### config.mk
export PLATFORM = sky130hd
export DESIGN_NAME = timer_dev
export DESIGN_NICKNAME = d
export VERILOG_FILES = /design/src/rtl/timer_pkg.sv /design/src/rtl/timer_dev.sv
export SDC_FILE = /design/constraint.sdc
export NUM_CORES = 1
export LEC_CHECK = 0
export ABC_AREA = 1
export CORE_MARGIN = 2
export CORE_UTILIZATION = 35
export DETAILED_ROUTE_END_ITERATION = 8
export PLACE_DENSITY = 0.6
export SLEW_MARGIN = 20
export SYNTH_ARGS = -nofsm -noshare
export SYNTH_HDL_FRONTEND = slang
export SYNTH_SLANG_ARGS = --single-unit
### constraint.sdc
create_clock -name Clk -period 3.7 [get_ports Clk]
set_clock_uncertainty 0.15 [all_clocks]
set_input_delay 0.74 -clock Clk [delete_from_list [all_inputs] [get_ports Clk]]
set_output_delay 0.74 -clock Clk [all_outputs]
set_load 0.05 [all_outputs]
### src/rtl/timer_pkg.sv
// Shared definitions for the bus-mapped down-counting timer.
package timer_pkg;

    localparam int unsigned DATA_W = 32;
    localparam int unsigned CTRL_W = 4;

    // CTRL bit positions
    localparam int unsigned CTRL_EN_BIT   = 0;
    localparam int unsigned CTRL_MODE_LSB = 1;
    localparam int unsigned CTRL_MODE_MSB = 2;
    localparam int unsigned CTRL_IM_BIT   = 3;

    // Word offsets (Addr = byte address [3:2])
    localparam logic [1:0] ADDR_CTRL   = 2'd0;
    localparam logic [1:0] ADDR_PRESET = 2'd1;
    localparam logic [1:0] ADDR_COUNT  = 2'd2;
    localparam logic [1:0] ADDR_RSVD   = 2'd3;

    // Mode codes
    localparam logic [1:0] MODE_ONESHOT = 2'b00;
    localparam logic [1:0] MODE_RELOAD  = 2'b01;

    typedef enum logic [1:0] {
        ST_IDLE = 2'd0,
        ST_LOAD = 2'd1,
        ST_CNT  = 2'd2,
        ST_INT  = 2'd3
    } state_t;

    // Codes 1x have no meaning of their own and run as one-shot.
    function automatic logic [1:0] effective_mode(input logic [1:0] mode);
        return (mode == MODE_RELOAD) ? MODE_RELOAD : MODE_ONESHOT;
    endfunction

endpackage

### src/rtl/timer_dev.sv
// 32-bit programmable down-counting timer with one-shot / auto-reload modes
// and a maskable level interrupt toward CP0.
module timer_dev
    import timer_pkg::*;
(
    input  logic              Clk,
    input  logic              Reset,
    input  logic [1:0]        Addr,
    input  logic              WE,
    input  logic [DATA_W-1:0] DataIn,
    output logic [DATA_W-1:0] DataOut,
    output logic              IRQ
);

    logic [CTRL_W-1:0] r_ctrl;
    logic [DATA_W-1:0] r_preset;
    logic [DATA_W-1:0] r_count;
    logic              r_irq_flag;
    state_t            r_state;

    state_t            w_state_next;
    logic              w_wr_ctrl;
    logic              w_wr_preset;
    logic              w_enable;
    logic [1:0]        w_mode;
    logic              w_load;
    logic              w_dec;
    logic              w_hw_set;
    logic              w_hw_clr_irq;
    logic              w_hw_clr_en;

    assign w_wr_ctrl   = WE && (Addr == ADDR_CTRL);
    assign w_wr_preset = WE && (Addr == ADDR_PRESET);
    assign w_enable    = r_ctrl[CTRL_EN_BIT];
    assign w_mode      = r_ctrl[CTRL_MODE_MSB:CTRL_MODE_LSB];

    // State register
    always_ff @(posedge Clk or posedge Reset) begin
        if (Reset) begin
            r_state <= ST_IDLE;
        end else begin
            r_state <= w_state_next;
        end
    end

    // Next-state and per-state counter/flag strobes
    always_comb begin
        w_state_next = r_state;
        w_load       = 1'b0;
        w_dec        = 1'b0;
        w_hw_set     = 1'b0;
        w_hw_clr_irq = 1'b0;
        w_hw_clr_en  = 1'b0;
        case (r_state)
            ST_IDLE: begin
                if (w_enable) begin
                    w_state_next = ST_LOAD;
                end
            end
            ST_LOAD: begin
                w_load       = 1'b1;
                w_state_next = ST_CNT;
            end
            ST_CNT: begin
                if (!w_enable) begin
                    w_state_next = ST_IDLE;
                end else if (r_count != '0) begin
                    w_dec = 1'b1;
                end else begin
                    w_hw_set     = 1'b1;
                    w_state_next = ST_INT;
                end
            end
            ST_INT: begin
                if (effective_mode(w_mode) == MODE_RELOAD) begin
                    w_hw_clr_irq = 1'b1;
                    w_state_next = ST_LOAD;
                end else begin
                    w_hw_clr_en  = 1'b1;
                    w_state_next = ST_IDLE;
                end
            end
            default: w_state_next = ST_IDLE;
        endcase
    end

    // Register file, counter and interrupt flag; software writes win over hardware
    always_ff @(posedge Clk or posedge Reset) begin
        if (Reset) begin
            r_ctrl     <= '0;
            r_preset   <= '0;
            r_count    <= '0;
            r_irq_flag <= 1'b0;
        end else begin
            if (w_wr_ctrl) begin
                r_ctrl <= DataIn[CTRL_W-1:0];
            end else if (w_hw_clr_en) begin
                r_ctrl[CTRL_EN_BIT] <= 1'b0;
            end

            if (w_wr_preset) begin
                r_preset <= DataIn;
            end

            if (w_load) begin
                r_count <= r_preset;
            end else if (w_dec) begin
                r_count <= r_count - DATA_W'(1);
            end

            // A terminal-count set survives a same-edge PRESET write but not a CTRL write.
            if (w_hw_set && !w_wr_ctrl) begin
                r_irq_flag <= 1'b1;
            end else if (w_wr_ctrl || w_wr_preset || w_hw_clr_irq) begin
                r_irq_flag <= 1'b0;
            end
        end
    end

    // Zero-latency read mux; upper CTRL bits read as zero
    always_comb begin
        DataOut = '0;
        case (Addr)
            ADDR_CTRL:   DataOut = DATA_W'(r_ctrl);
            ADDR_PRESET: DataOut = r_preset;
            ADDR_COUNT:  DataOut = r_count;
            ADDR_RSVD:   DataOut = '0;
            default:     DataOut = '0;
        endcase
    end

    assign IRQ = r_irq_flag & r_ctrl[CTRL_IM_BIT];

endmodule
* Word level (Yosys, flattened, before mapping)
Index checks and enable logic that the tools add are counted.
** Cells by class
- Mux-type cells :: 24
- $add $sub $neg :: 1
- Reduce and logical (&&, ||, !) cells :: 13
- Magnitude comparators :: 0
- Eq/ne operators :: 10
- $mul :: 0
- Bitwise gates (word level) :: 1
- Shift-type cells :: 0
- Divide/modulo/power cells :: 0
** Operators with widths (count)
- $pmux 32 s4 :: 1
- $mux 32 :: 2
- $reduce_bool 32->1 :: 1
- $sub 32x1->32 const B :: 1
- $mux 1 :: 17
- $eq 2x2->1 const B :: 4
- $pmux 2 s4 :: 1
- $eq 2x1->1 const B :: 3
- $mux 2 :: 3
- $reduce_bool 2->1 :: 3
- $logic_not 2->1 :: 2
- $logic_and 1x1->1 :: 3
- $ne 3x3->1 const B :: 1
- $logic_or 1x1->1 :: 2
- $ne 2x2->1 const B :: 1
- $reduce_and 2->1 :: 1
- $and 1x1->1 :: 1
- $eq 1x1->1 const B :: 1
- $logic_not 1->1 :: 1
** Word-level totals
- Bits in read-only memories :: 0
- Memories kept :: 0
- Input port bits :: 37
- Register bits :: 71
- Memory bits (writable) :: 0
- Bits in latches :: 0
- Logic and storage cells :: 55
- Output and inout port bits :: 33

* Depth between registers and ports, before layout
Gate-level depths: netlist of the first run.
- Depth in word-level cells :: 8
- Depth in mapped cells :: 10
- Mapped depth without buffers :: 10

* Worst setup path after synthesis of the first run
Ideal clock, no wire load.
- Path kind :: input-to-output
- Start :: input port Addr[0]
- End :: output port DataOut[18]
- Arrival time :: 2274 ps
- Data required time :: 2810 ps
- Slack :: 536 ps
- Stages :: 4
- Path buffers :: 1
- Cell sequence :: inv_1 -> nand2_1 -> clkbuf_1 -> o21ai_0
** On the way
- Longest elaborated chain between the ends :: 2
- Elaborated cells between the ends (all ways) :: 5
- Classes of those cells :: eq/ne (3); mux (1); reduce/logical (1)
** Ends and longest elaborated chain
- start: declaration :: RTL line timer_dev.sv:8 : input logic [1:0] Addr,
- $eq 2x2->1 (tied with other cells) :: RTL line timer_dev.sv:123 : case (Addr)
- $pmux 32 s4 * :: RTL line timer_dev.sv:123
- end: declaration :: RTL line timer_dev.sv:11 : output logic [DATA_W-1:0] DataOut,
Mark *: on every way between the ends. The rest lies on a longest branch, timed or not.

* Worst setup path in the final report of the first run
- Start :: input port Addr[1]
- End :: output port DataOut[21]
The elaborated chain is that of the path after synthesis.

==> results of run 1 <==
routing by layer:
layer | wire length, microns | part of all wire
met2 | 5569 | 0.46
met4 | 172 | 0.014
met5 | 0 | 0
met3 | 623 | 0.052
met1 | 5668 | 0.47
power by group:
| group | total [mW] | switching (mW) | leakage [nW] | internal, mW |
|---|---|---|---|---|
| clock network | 0.807 | 0.333 | 0.133 | 0.475 |
| registers | 1.30 | 0.281 | 0.865 | 1.02 |
| logic | 1.87 | 1.16 | 1.59 | 0.709 |
cells by family after synthesis:
group | Yosys count
and+or+nand+nor | 355
DFF | 71
buffers and inverters | 68
AOI/OAI and AO/OA | 49
muxes | 22
xor gates and xnor gates | 15
adders and majority gates | 1
cell usage in the layout (no fill, tap or decap):
cell type / synthesis / final
nand2_1: 189 / 189
nand3_1: 80 / 80
dfrtp_1: 71 / 71
nor2_1: 69 / 67
inv_1: 47 / 46
clkdlybuf4s50_1: 0 / 37
buf_12: 0 / 32
o21ai_0: 31 / 31
mux2_2: 22 / 22
xor2_1: 15 / 15
nand4_1: 9 / 9
clkbuf_16: 0 / 9
buf_4: 0 / 8
a21oi_1: 7 / 7
nor2_2: 3 / 5
o22ai_1: 5 / 5
nor2_4: 3 / 3
o211ai_1: 3 / 3
inv_2: 0 / 2
clkbuf_1: 12 / 2
nand2_2: 1 / 1
nand3_4: 1 / 1
a21boi_0: 1 / 1
o21bai_4: 1 / 1
o311ai_0: 1 / 1
ha_1: 1 / 1
clkinvlp_4: 0 / 1
clkbuf_8: 0 / 1
inv_6: 0 / 1
clkinv_4: 0 / 1
clkinv_2: 0 / 1
state kept, by name (all words and copies together) (netlist names):
signal / flops
r_ctrl: 4
r_state: 2
r_irq_flag: 1
r_preset: 32
r_count: 32
cell type report:
| cell class | instances | area (sq um) |
|---|---|---|
| clock inverter | 4 | 30.03 |
| tap | 147 | 183.9 |
| timing repair buffer | 77 | 1071 |
| fill | 1184 | 6246 |
| inverter | 48 | 180.2 |
| clock buffer | 12 | 246.5 |
| sequential | 71 | 1777 |
| multi-input combinational | 442 | 2177 |
through the flow:
stage	hold slack [ns]	std cells	power [mW]	area [sq um]	setup WS [ns]
finish	0.3428	801	3.983	5665	0.4262
global placement	0.3309	785	3.161	5386	0.5337
detailed placement	0.3355	785	3.186	5386	0.4610
floorplan	0.3152	581	2.502	4233	0.5355
global route	0.3773	801	4.275	5665	0.3610
CTS	0.3500	801	4.006	5663	0.4544
critical path, delay by kind of cell:
family                 cells  cell delay [ns]
buffers and inverters      3             1.04
AO/OA/AOI/OAI              1             0.37
AND/OR/NAND/NOR            1             0.23
path summary, 6_finish.rpt:
path / from / end / slack (ns) / cells after the start
max in group asynchronous: Reset / r_preset[13] / 2.29 / 3
worst min register to register: r_preset[31] / r_count[31] / 0.34 / 2
worst min-delay path: r_preset[31] / r_count[31] / 0.34 / 2
worst max register to register: r_count[0] / r_count[19] / 1.20 / 9
min in group asynchronous: Reset / r_ctrl[3] / 0.44 / 2
worst max-delay path: Addr[1] / DataOut[21] / 0.43 / 5
==> reports/results.md, run 1 <==
GRT
* global-route track usage on met3: 0.03826
* number of global-route vias before repair: 3846
* antenna violations before repair: 0
* pin count of the biggest net entering global routing: 37
* global-route met2 utilization: 0.3032
* global route overflow: 0
* routing layer with the top usage in global route: met2
* global-route wire length before repair: 19.89 mm
* M1 GR Usage: 0.2732
* GRT Total Usage: 0.1940

Job
* max-cap violation count: 0

Setup path
* Arr. time, crit path: 2.38 ns
* largest fanout on the critical path: 21
* CP cell instances: clkdlybuf4s50_1 -> nand2_1 -> buf_4 -> o21ai_0 -> buf_12
* critical path data required time: 2.81 ns
* type of origin of the critical path: input pin
* class of the most critical setup path: in -> out
* CP max-delay cell: clkdlybuf4s50_1
* Crit. End Element: output pin
* Critical Path Max Stage Delay: 0.55 ns

Synthesis
* number of distinct standard cells referenced by the synthesized netlist: 24
* Synth area leader: dfrtp_1
* Mapped Area: 0.004233 sq mm
* proportion of synthesized area in mux cells: 0.05853
* top area cells in the synthesized netlist: dfrtp_1, nand2_1, nand3_1
* Mapped Cells: 581
* Synth Net Count: 619
* main combinational cell family by area after synthesis: simple AND/OR/NAND/NOR gates
* simple-gate share of the synthesized area: 0.3547
* prevailing post-synth register cell: dfrtp_1
* post-synthesis compound-gate area fraction: 0.06592
* most instantiated library cell after synthesis: nand2_1
* FFs w/ async S/R, synth: 1.000
* area fraction of the dominant cell type after synthesis: 0.4197
* number of synthesis warnings: 0
* arithmetic-cell share of the synthesized area counting full adders, half adders and majority gates: 0.002956
* portion of the post-synthesis area used by sequential elements: 0.4197
* Post-synth EDFFs: 0
* commonest cells in the netlist: nand2_1, nand3_1, dfrtp_1
* synthesized-area fraction occupied by xor and xnor cells: 0.03104
* Synth Area per Inst: 7.285 sq um
* post-synthesis register bit count: 71

Clock network
* number of hold-repair buffers added at the cts stage: 0
* clock latency at the later pin of the worst-skew pair: 0.34 ns
* largest buffer count on any clock path: 2
* CTS resizes: 0
* clock input transition at the sequential cells of the worst setup and hold paths: 0.06 ns
* clock tree root buffer cell: clkbuf_16
* H-tree levels: 3
* number of buffers created by CTS: 9
* clock net sink count: 71
* TritonCTS clock tree: yes
* # Post-CTS Setup Buffers: 0

Pwr
* power density cells: 703.0 mW/mm^2
* Leak Pwr: 2.585 nW
* worst ir drop on vdd: 0.0002995 V

Route
* sum of routed wire length over all layers: 12.03 mm
* routed wire length per instance: 15.02 microns
* DRC viols: 0
* Iteration-0 DRC Markers: 238
* via/cell ratio: 5.084
* ANT nets after route: 0
* overall via count from detail_route: 4072
* DRT Pass-1 Iters: 4

Floorplan
* chip width: 114.0 microns
* floorplan row count: 40
* starting utilization of the core area: 0.3554
* Boundary Pins: 70
* area of the die: 0.01299 sq mm
* die span in y: 114.0 microns
* standard cell core area: 0.01191 sq mm

Placed design
* post-detail-place hpwl: 9.049 mm
* routability cong.: 0.9387
* Buffers on Ports: 69

Layout
* number of antenna cells inserted: 0
* NumNets Final: 687
* synth-to-layout area growth: 33.85%
* fraction of final layout cells with drive strength greater than 1: 0.1361
* final core area utilization: 0.4756

STA
* peak clock frequency supported by timing: 305.5 MHz
* Slew Limit Fails: 0
* portion of the clock cycle consumed by the worst path in the final layout: 0.8848
* relative max-transition margin: 0.4526
* TNS Setup: 0 ns
* Setup violations, final: 0
* setup repair after global routing missed its margin: no
* pin slew with the least headroom to its limit: 0.8189 ns
* final hold viol count: 0
* minimum clock period: 3.274 ns

Status
* run status: completed

Min path
* worst min path class: reg -> reg

(Power assumes the default switching activity.)
==> run 2, diff against run 1 <==
--- a/config.mk
+++ b/config.mk
@@ -8,6 +8,7 @@
 export ABC_AREA = 1
 export CORE_MARGIN = 2
 export CORE_UTILIZATION = 35
+export CTS_BUF_LIST = sky130_fd_sc_hd__clkbuf_8
 export DETAILED_ROUTE_END_ITERATION = 8
 export PLACE_DENSITY = 0.6
 export SLEW_MARGIN = 20
==> run 2 against run 1 <==
Wire length is 0.34% lower. Cell count stayed put. Critical endpoint is now DataOut[20]. Critical path depth stayed put. Flip-flop and latch count stayed put. Count of clock-buffer cells in the layout is 2 lower. Clock power is 30% lower. Highest routed layer unchanged. Sequential power hardly changed. Die area stayed put.
==> reports/results.md, run 2 (synthesized netlist as in run 1, its figures left out) <==
Status
* run status: completed

Setup path
* Arr. time, crit path: 2.37 ns
* worst reg2reg setup slack: 1.20 ns
* Worst R2R Path Depth: 9
* Crit. End Element: output pin
* capture point of the worst reg-to-reg path: r_count[19]
* Reg-to-Reg Start: r_count[0]
* critical path data required time: 2.81 ns
* largest fanout on the critical path: 21
* type of origin of the critical path: input pin
* class of the most critical setup path: in -> out

STA
* TNS Setup: 0 ns
* Slew Limit Fails: 0
* minimum clock period: 3.256 ns
* setup repair after global routing missed its margin: no
* final hold viol count: 0
* worst setup margin: 0.4437 ns
* peak clock frequency supported by timing: 307.1 MHz
* pin slew with the least headroom to its limit: 0.8150 ns
* Setup violations, final: 0
* relative max-transition margin: 0.4552
* final worst hold slack: 0.3479 ns
* portion of the clock cycle consumed by the worst path in the final layout: 0.8801

Placed design
* post-detail-place hpwl: 9.049 mm
* routability cong.: 0.9387
* Post-Place Setup Slack: 0.4610 ns
* Cell Area, Placed: 0.005386 sq mm
* Buffers on Ports: 69
* placed cell count: 785

Floorplan
* floorplan row count: 40
* die span in y: 114.0 microns
* starting utilization of the core area: 0.3554
* area of the die: 0.01299 sq mm
* standard cell core area: 0.01191 sq mm
* Boundary Pins: 70
* chip width: 114.0 microns

Pwr
* worst ir drop on vdd: 0.0002573 V
* power density cells: 671.1 mW/mm^2
* Final Power: 3.734 mW
* Leak Pwr: 2.547 nW

Clock network
* # Post-CTS Setup Buffers: 0
* largest buffer count on any clock path: 2
* H-tree levels: 3
* clock input transition at the sequential cells of the worst setup and hold paths: 0.08 ns
* CTS resizes: 0
* clock latency at the later pin of the worst-skew pair: 0.36 ns
* number of buffers created by CTS: 9
* clock tree root buffer cell: clkbuf_8
* TritonCTS clock tree: yes
* clock net sink count: 71
* number of hold-repair buffers added at the cts stage: 0

Min path
* Hold Startpoint: r_preset[31]
* Min-Delay Path Depth: 2
* worst min path class: reg -> reg
* endpoint of the worst hold-timing path: r_count[31]

Route
* overall via count from detail_route: 4034
* via/cell ratio: 5.036
* DRC viols: 0
* sum of routed wire length over all layers: 11.99 mm
* routed wire length per instance: 14.97 microns
* Iteration-0 DRC Markers: 241
* DRT Pass-1 Iters: 4
* ANT nets after route: 0

Layout
* leading cell types in the layout, fill and taps excluded: nand2_1, nand3_1, dfrtp_1
* number of filler cells placed in the layout: 1196
* non-filler cells in the finished layout: 801
* most common library cell in the layout ignoring fill and taps: nand2_1
* synth-to-layout area growth: 31.45%
* largest registers: r_count x32, r_preset x32, r_ctrl x4
* number of antenna cells inserted: 0
* total area of multi-input combinational cells: 0.002177 sq mm
* final core area utilization: 0.4671
* Final Instance Area: 0.005564 sq mm
* NumNets Final: 687
* area occupied by registers: 0.001777 sq mm
* fraction of final layout cells with drive strength greater than 1: 0.1361

GRT
* antenna violations before repair: 0
* pin count of the biggest net entering global routing: 37
* global-route wire length before repair: 19.95 mm
* global route overflow: 0
* GRT Total Usage: 0.1959
* number of global-route vias before repair: 3830

Job
* max-cap violation count: 0

run 2: worst max path at each step:
stage                 start  slack [ns]  cells after the start     endpoint
detailed placement  Addr[1]        0.46                      5  DataOut[21]
global placement    Addr[1]        0.53                      5  DataOut[21]
floorplan           Addr[0]        0.54                      4  DataOut[18]
finish              Addr[1]        0.44                      5  DataOut[20]
global route        Addr[1]        0.36                      5  DataOut[19]
CTS                 Addr[1]        0.45                      5  DataOut[20]
run 2: critical path, cell delays in order:
cell	delay (ns)
clkdlybuf4s50_1	0.55
nand2_1	0.23
buf_4	0.29
o21ai_0	0.36
buf_12	0.19
run 2: per-layer routing:
metal	vias to the layer above	wire [microns]	GRT usage
met4	0	209	0.07236
met5	-	0	0
met1	1920	5711	0.2746
met2	86	5539	0.3020
li1	2014	-	-
met3	14	532	0.03666
run 2: cell type report:
type                            instances  share of cell area
Timing Repair Buffer                   77              0.1925
Sequential cell                        71              0.3193
Multi-Input combinational cell        442              0.3913
Tap cell                              147             0.03306
Clock buffer                           10             0.02474
Clock inverter                          6            0.006746
Inverter                               48             0.03238
run 2: power breakdown:
part | internal [mW] | total, mW | leakage, nW | switching (mW)
clock network | 0.259 | 0.565 | 0.0953 | 0.306
logic | 0.709 | 1.87 | 1.59 | 1.16
registers | 1.02 | 1.30 | 0.865 | 0.280
total | 1.99 | 3.73 | 2.55 | 1.74
